--- src/rtl/bju_resolve.sv ---
// Branch/jump resolution unit: resolves up to LANES control-flow instructions per cycle,
// raises a one-cycle redirect on the oldest mispredict, keeps history and queues predictor updates.
module bju_resolve #(
   parameter int LANES     = 2,
   parameter int GHSR_W    = 8,
   parameter int UPD_DEPTH = 8
) (
   input  logic                  clk,
   input  logic                  reset_n,
   input  logic                  flush_in,
   input  logic [LANES-1:0]      lane_valid,
   input  logic [LANES-1:0]      is_branch,
   input  logic [LANES-1:0]      is_jump,
   input  logic [LANES-1:0]      is_jumpr,
   input  logic [3*LANES-1:0]    funct3,
   input  logic [32*LANES-1:0]   pc,
   input  logic [32*LANES-1:0]   rs1,
   input  logic [32*LANES-1:0]   rs2,
   input  logic [32*LANES-1:0]   imm,
   input  logic [LANES-1:0]      pred_taken,
   input  logic [LANES-1:0]      pred_hit,
   input  logic [32*LANES-1:0]   pred_target,
   output logic                  redirect_valid,
   output logic [31:0]           redirect_pc,
   output logic [32*LANES-1:0]   link_pc,
   output logic [GHSR_W-1:0]     ghsr_restore,
   output logic                  upd_valid,
   input  logic                  upd_ready,
   output logic [31:0]           upd_pc,
   output logic [31:0]           upd_target,
   output logic                  upd_taken,
   output logic                  upd_is_cond,
   output logic                  upd_almost_full,
   output logic [31:0]           resolved_cnt,
   output logic [31:0]           mispredict_cnt,
   output logic [31:0]           drop_cnt
);
   localparam int PTR_W = $clog2(UPD_DEPTH);
   localparam int OCC_W = PTR_W + 1;

   function automatic logic branch_cond(input logic [2:0] f3, input logic [31:0] a, input logic [31:0] b);
      case (f3)
         3'b000:  return (a == b);
         3'b001:  return (a != b);
         3'b100:  return ($signed(a) < $signed(b));
         3'b101:  return !($signed(a) < $signed(b));
         3'b110:  return (a < b);
         3'b111:  return !(a < b);
         default: return 1'b0;
      endcase
   endfunction

   function automatic logic [31:0] sat_add(input logic [31:0] a, input logic [31:0] b);
      logic [32:0] sum;
      sum = {1'b0, a} + {1'b0, b};
      return sum[32] ? 32'hFFFF_FFFF : sum[31:0];
   endfunction

   logic [LANES-1:0]  w_active, w_taken, w_misp, w_surv, w_push_en;
   logic [31:0]       w_target [LANES];
   logic [PTR_W-1:0]  w_push_idx [LANES];
   logic              w_found, w_pop;
   logic [GHSR_W-1:0] w_ghsr_next;
   logic [31:0]       w_rpc_next;
   logic [OCC_W-1:0]  w_surv_n, w_free, w_acc, w_drop, w_occ_next;

   logic [GHSR_W-1:0] r_ghsr, r_ghsr_restore;
   logic              r_redirect_valid, r_almost_full;
   logic [31:0]       r_redirect_pc, r_resolved, r_misp, r_drop;
   logic [32*LANES-1:0] r_link;
   logic [PTR_W-1:0]  r_rptr, r_wptr;
   logic [OCC_W-1:0]  r_occ;
   logic [31:0]       r_mem_pc [UPD_DEPTH];
   logic [31:0]       r_mem_tgt [UPD_DEPTH];
   logic [UPD_DEPTH-1:0] r_mem_taken, r_mem_cond;

   // Per-lane condition, target and mispredict decode.
   always_comb begin
      for (int l = 0; l < LANES; l++) begin
         w_active[l] = lane_valid[l] & (is_branch[l] | is_jump[l] | is_jumpr[l]) & ~flush_in;
         if (is_branch[l]) begin
            w_taken[l]  = branch_cond(funct3[3*l +: 3], rs1[32*l +: 32], rs2[32*l +: 32]);
            w_target[l] = w_taken[l] ? (pc[32*l +: 32] + imm[32*l +: 32]) : (pc[32*l +: 32] + 32'd4);
         end else if (is_jump[l]) begin
            w_taken[l]  = 1'b1;
            w_target[l] = pc[32*l +: 32] + imm[32*l +: 32];
         end else begin
            w_taken[l]  = 1'b1;
            w_target[l] = (rs1[32*l +: 32] + imm[32*l +: 32]) & 32'hFFFF_FFFE;
         end
         w_misp[l] = w_active[l] & ((w_taken[l] != pred_taken[l]) |
                     (w_taken[l] & pred_taken[l] & pred_hit[l] & (pred_target[32*l +: 32] != w_target[l])));
      end
   end

   // Oldest-mispredict selection, squash of younger lanes and history update.
   // Without a mispredict, the redirect PC tracks the youngest surviving lane's target.
   always_comb begin
      w_found     = 1'b0;
      w_surv      = '0;
      w_surv_n    = '0;
      w_ghsr_next = r_ghsr;
      w_rpc_next  = r_redirect_pc;
      for (int l = 0; l < LANES; l++) begin
         if (w_active[l] && !w_found) begin
            w_surv[l]  = 1'b1;
            w_surv_n   = w_surv_n + OCC_W'(1);
            w_rpc_next = w_target[l];
            if (is_branch[l]) begin
               w_ghsr_next = {w_ghsr_next[GHSR_W-2:0], w_taken[l]};
            end else begin
               w_ghsr_next = w_ghsr_next;
            end
            w_found = w_misp[l];
         end else begin
            w_surv[l] = 1'b0;
         end
      end
   end

   // Update-FIFO admission: the same-cycle pop frees a slot, overflow drops youngest first.
   always_comb begin
      w_pop     = upd_valid & upd_ready;
      w_free    = OCC_W'(UPD_DEPTH) - r_occ + {{(OCC_W-1){1'b0}}, w_pop};
      w_acc     = '0;
      w_drop    = '0;
      w_push_en = '0;
      for (int l = 0; l < LANES; l++) begin
         w_push_idx[l] = r_wptr + w_acc[PTR_W-1:0];
         if (w_surv[l]) begin
            if (w_acc < w_free) begin
               w_push_en[l] = 1'b1;
               w_acc        = w_acc + OCC_W'(1);
            end else begin
               w_drop = w_drop + OCC_W'(1);
            end
         end else begin
            w_push_en[l] = 1'b0;
         end
      end
      w_occ_next = r_occ + w_acc - {{(OCC_W-1){1'b0}}, w_pop};
   end

   // Control state, redirect, link, FIFO pointers and statistics.
   always_ff @(posedge clk or negedge reset_n) begin
      if (!reset_n) begin
         r_ghsr           <= '0;
         r_ghsr_restore   <= '0;
         r_redirect_valid <= 1'b0;
         r_redirect_pc    <= 32'd0;
         r_link           <= '0;
         r_rptr           <= '0;
         r_wptr           <= '0;
         r_occ            <= '0;
         r_almost_full    <= 1'b0;
         r_resolved       <= 32'd0;
         r_misp           <= 32'd0;
         r_drop           <= 32'd0;
      end else begin
         r_ghsr           <= w_ghsr_next;
         r_ghsr_restore   <= w_ghsr_next;
         r_redirect_valid <= w_found;
         r_redirect_pc    <= w_rpc_next;
         for (int l = 0; l < LANES; l++) begin
            r_link[32*l +: 32] <= pc[32*l +: 32] + 32'd4;
         end
         r_rptr        <= r_rptr + {{(PTR_W-1){1'b0}}, w_pop};
         r_wptr        <= r_wptr + w_acc[PTR_W-1:0];
         r_occ         <= w_occ_next;
         r_almost_full <= ((OCC_W'(UPD_DEPTH) - w_occ_next) < OCC_W'(LANES));
         r_resolved    <= sat_add(r_resolved, 32'(w_surv_n));
         r_misp        <= sat_add(r_misp, {31'd0, w_found});
         r_drop        <= sat_add(r_drop, 32'(w_drop));
      end
   end

   // Update-record storage.
   always_ff @(posedge clk or negedge reset_n) begin
      if (!reset_n) begin
         for (int e = 0; e < UPD_DEPTH; e++) begin
            r_mem_pc[e]  <= 32'd0;
            r_mem_tgt[e] <= 32'd0;
         end
         r_mem_taken <= '0;
         r_mem_cond  <= '0;
      end else begin
         for (int l = 0; l < LANES; l++) begin
            if (w_push_en[l]) begin
               r_mem_pc[w_push_idx[l]]    <= pc[32*l +: 32];
               r_mem_tgt[w_push_idx[l]]   <= w_target[l];
               r_mem_taken[w_push_idx[l]] <= w_taken[l];
               r_mem_cond[w_push_idx[l]]  <= is_branch[l];
            end else begin
               r_mem_pc[w_push_idx[l]] <= r_mem_pc[w_push_idx[l]];
            end
         end
      end
   end

   assign redirect_valid  = r_redirect_valid;
   assign redirect_pc     = r_redirect_pc;
   assign link_pc         = r_link;
   assign ghsr_restore    = r_ghsr_restore;
   assign upd_valid       = (r_occ != '0);
   assign upd_pc          = r_mem_pc[r_rptr];
   assign upd_target      = r_mem_tgt[r_rptr];
   assign upd_taken       = r_mem_taken[r_rptr];
   assign upd_is_cond     = r_mem_cond[r_rptr];
   assign upd_almost_full = r_almost_full;
   assign resolved_cnt    = r_resolved;
   assign mispredict_cnt  = r_misp;
   assign drop_cnt        = r_drop;
endmodule

--- config.mk ---
export PLATFORM = sky130hd
export DESIGN_NAME = bju_resolve
export DESIGN_NICKNAME = d
export VERILOG_FILES = /design/src/rtl/bju_resolve.sv
export SDC_FILE = /design/constraint.sdc
export NUM_CORES = 2
export LEC_CHECK = 0
export BUFFER_PORTS_ARGS = -buffer_cell sky130_fd_sc_hd__buf_2
export CORE_ASPECT_RATIO = 1.75
export CORE_MARGIN = 2
export CORE_UTILIZATION = 64
export CTS_CLUSTER_DIAMETER = 150
export DETAILED_ROUTE_END_ITERATION = 16
export HOLD_SLACK_MARGIN = 0.12
export MAX_ROUTING_LAYER = met4
export PLACE_DENSITY = 0.86
export SYNTH_ARGS = -nofsm -noshare
export SYNTH_HDL_FRONTEND = slang
export SYNTH_SLANG_ARGS = --single-unit
--- constraint.sdc ---
create_clock -name clk -period 12.27 [get_ports clk]
set_input_delay 0.6135 -clock clk [delete_from_list [all_inputs] [get_ports clk]]
set_output_delay 0.6135 -clock clk [all_outputs]
set_load 0.02 [all_outputs]
==> results.cfg <==
[floorplanning]
fp.dieW_um = 214
core_mm2 = 0.0770
row_count = 135
dieArea_mm2 = 0.0797
ios = 611
start_util = 0.643
die_h_um = 372

[yosys]
syn_inst = 4992
synth_edf_count = 0
syn_avg_cell_area_um2 = 9.92
syn-num-nets = 5555
synth.area.top_cells = dfrtp_1 (37%), mux4_2 (6.0%), ha_1 (5.4%)
yosys_warnings = 0
synth_seq_cells = 740
netlist_top_cells_count = dfrtp_1 (740), nand2_1 (573), a21oi_1 (344)
synth_area_mm2 = 0.0495
yosys.cell_types.count = 106
ys_seq_area_frac = 0.374
async_flop_share = 1.00
synth_flop_cell = dfrtp_1
synth_top_area_cell = dfrtp_1
yosysMostFrequentCell = dfrtp_1
yosysTopAreaCellShare = 0.374

[setup_path]
cp-end-kind = register
crit_family = simple AND/OR/NAND/NOR gates
rrSetupSlack_ns = 5.76
slowest_stage = nor4b_4
cp_num_buf_inv = 6
reg2reg_depth = 27
crit_path_max_fanout = 30
r2r_start = r_occ[2]
slowest_delay_ns = 0.71
arrival_ns = 9.95
worstReg2RegEnd = drop_cnt[30]
crit_type = input port to register
start_kind = input port
cp.required_ns = 12.85

[cts]
path_clk_slew_ns = 0.07
cts_tree = yes
htreeDepth = 3
cts_sinks = 740
cts-root-buf = clkbuf_16
cts_made_buffers = 70
clockBufferDepth = 3
cts_resized = 0
clock_latency_ns = 0.69

[sta]
finalCriticalPeriod_ns = 9.37
finClkSkew_ns = 0.0310
slew_violations = 0
setup_tns_ns = 0
finalSetupViolations = 0
slew_headroom = 0.0182
worst_slew_pin_slew_ns = 1.47
rsz0062_at_grt = no
timing.final.hold_violations = 0
fin_crit_sh = 0.764
timing.fmax_mhz = 107

[hold_path]
min_to = link_pc[0]
hold_path_depth = 1
min_path_type = input port to register
hp-start = pc[0]

[placement]
dpl_cell_area_mm2 = 0.0534
placedCellCount = 6376
dpl.hpwl_um = 136000
gp_congestion = 1.06
io_buffers = 610

[layout]
utilization = 0.727
final_nets = 5985
areaGrowthSynthToFinish_pct = 13.0
instances_no_fill = 6534
design_area_mm2 = 0.0560
drive_gt1_frac = 0.250

[power]
cellLeakagePower_nw = 26.4
p_per_area_mw_per_mm2 = 242
peakVddDrop_mv = 0.231

[route]
num_vias = 47900
wirelength_um = 201000
post_drt_wl_per_cell_um = 30.7
ant_nets = 0
first_pass_iters = 7
drc = 0
via_per_inst = 7.33
drt-initial-drc-count = 6715

[grt]
grt_pass1_vias = 47400
grt_pass1_wl_um = 295000
grt-ovfl-total = 0
antenna_found_initial = 28
grt_max_degree = 187
grt_usage = 0.512

[flow_run]
max-cap-violations = 0

[run_status]
status = finished clean
==> logic make-up after synthesis <==
group / share of synthesized area
simple gates: 0.128
flops: 0.374
mux: 0.144
fa+ha+maj: 0.0570
compound gates: 0.202
xor+xnor: 0.0511
buf+inv: 0.0439
==> through the flow <==
step	total power [mW]	worst slack [ns]	hold WS [ns]
2_1_floorplan	8.55	4.39	0.318
3_3_place_gp	10.5	2.66	0.493
3_5_place_dp	10.7	2.48	0.509
4_1_cts	13.2	3.04	0.141
5_1_grt	14.0	2.22	0.152
6_report	13.5	2.90	0.171
==> how the worst max path moves through the flow <==
| stage | cells after the start | endpoint | from | slack [ns] |
|---|---|---|---|---|
| after floorplan | 35 | drop_cnt[30] | rs2[27] | 4.39 |
| after CTS | 37 | drop_cnt[30] | rs1[27] | 3.04 |
| after global routing | 37 | drop_cnt[30] | rs1[27] | 2.22 |
| final | 37 | drop_cnt[30] | rs1[27] | 2.90 |
| after global placement | 37 | drop_cnt[30] | rs1[27] | 2.66 |
| after detailed placement | 37 | drop_cnt[30] | rs1[27] | 2.48 |
==> layer usage <==
metal | global-route usage | up-vias | share of wire
li1 | - | 19500 | -
met1 | 0.554 | 22800 | 0.32
met2 | 0.754 | 4213 | 0.44
met3 | 0.163 | 1392 | 0.13
met4 | 0.461 | 0 | 0.12
met5 | - | - | 0
==> what timing repair did <==
action,4_1_cts,5_1_grt
hold buffers,1,0
buffers inserted,0,0
endpoints found under the hold margin,95,0
==> final cells by class <==
class | count | area, um^2
sequential | 740 | 18500
antenna | 28 | 70.1
multi-input combinational | 3731 | 29100
tap | 1027 | 1280
fill | 5563 | 21000
clock inverter | 41 | 577
inverter | 174 | 653
clock buffer | 88 | 1930
timing repair buffer | 705 | 3820
==> power breakdown <==
group          leakage, nW  switching [mW]  internal (mW)
clock                 1.23            1.08           1.37
sequential            8.90           0.843           3.39
combinational         16.3            3.93           2.91
total                 26.4            5.85           7.67
==> registers in the layout, summed over array words and instances, names as in the netlist <==
register / flops
r_mem_pc: 256
r_mem_tgt: 256
link_pc: 64
drop_cnt: 32
mispredict_cnt: 32
redirect_pc: 32
resolved_cnt: 32
ghsr_restore: 8
r_mem_cond: 8
r_mem_taken: 8
r_occ: 4
r_rptr: 3
r_wptr: 3
redirect_valid: 1
upd_almost_full: 1
==> cell usage in the layout, fill, tap and decap left out, types with 41 or more instances in the layout <==
cell / n
buf_4: 91
mux4_2: 132
dfrtp_1: 737
nand3_1: 100
a221oi_1: 57
a21o_1: 57
buf_2: 609
ha_1: 213
nand2_1: 564
a22oi_1: 73
o21ai_1: 41
o21ai_0: 148
and3_1: 52
nand4_1: 92
a21oi_1: 344
nor2_1: 322
inv_1: 171
mux2_2: 101
xnor2_1: 147
mux2i_1: 266
clkbuf_16: 72
o221a_2: 209
o221a_1: 54
xor2_1: 142
(Power assumes the default switching activity.)
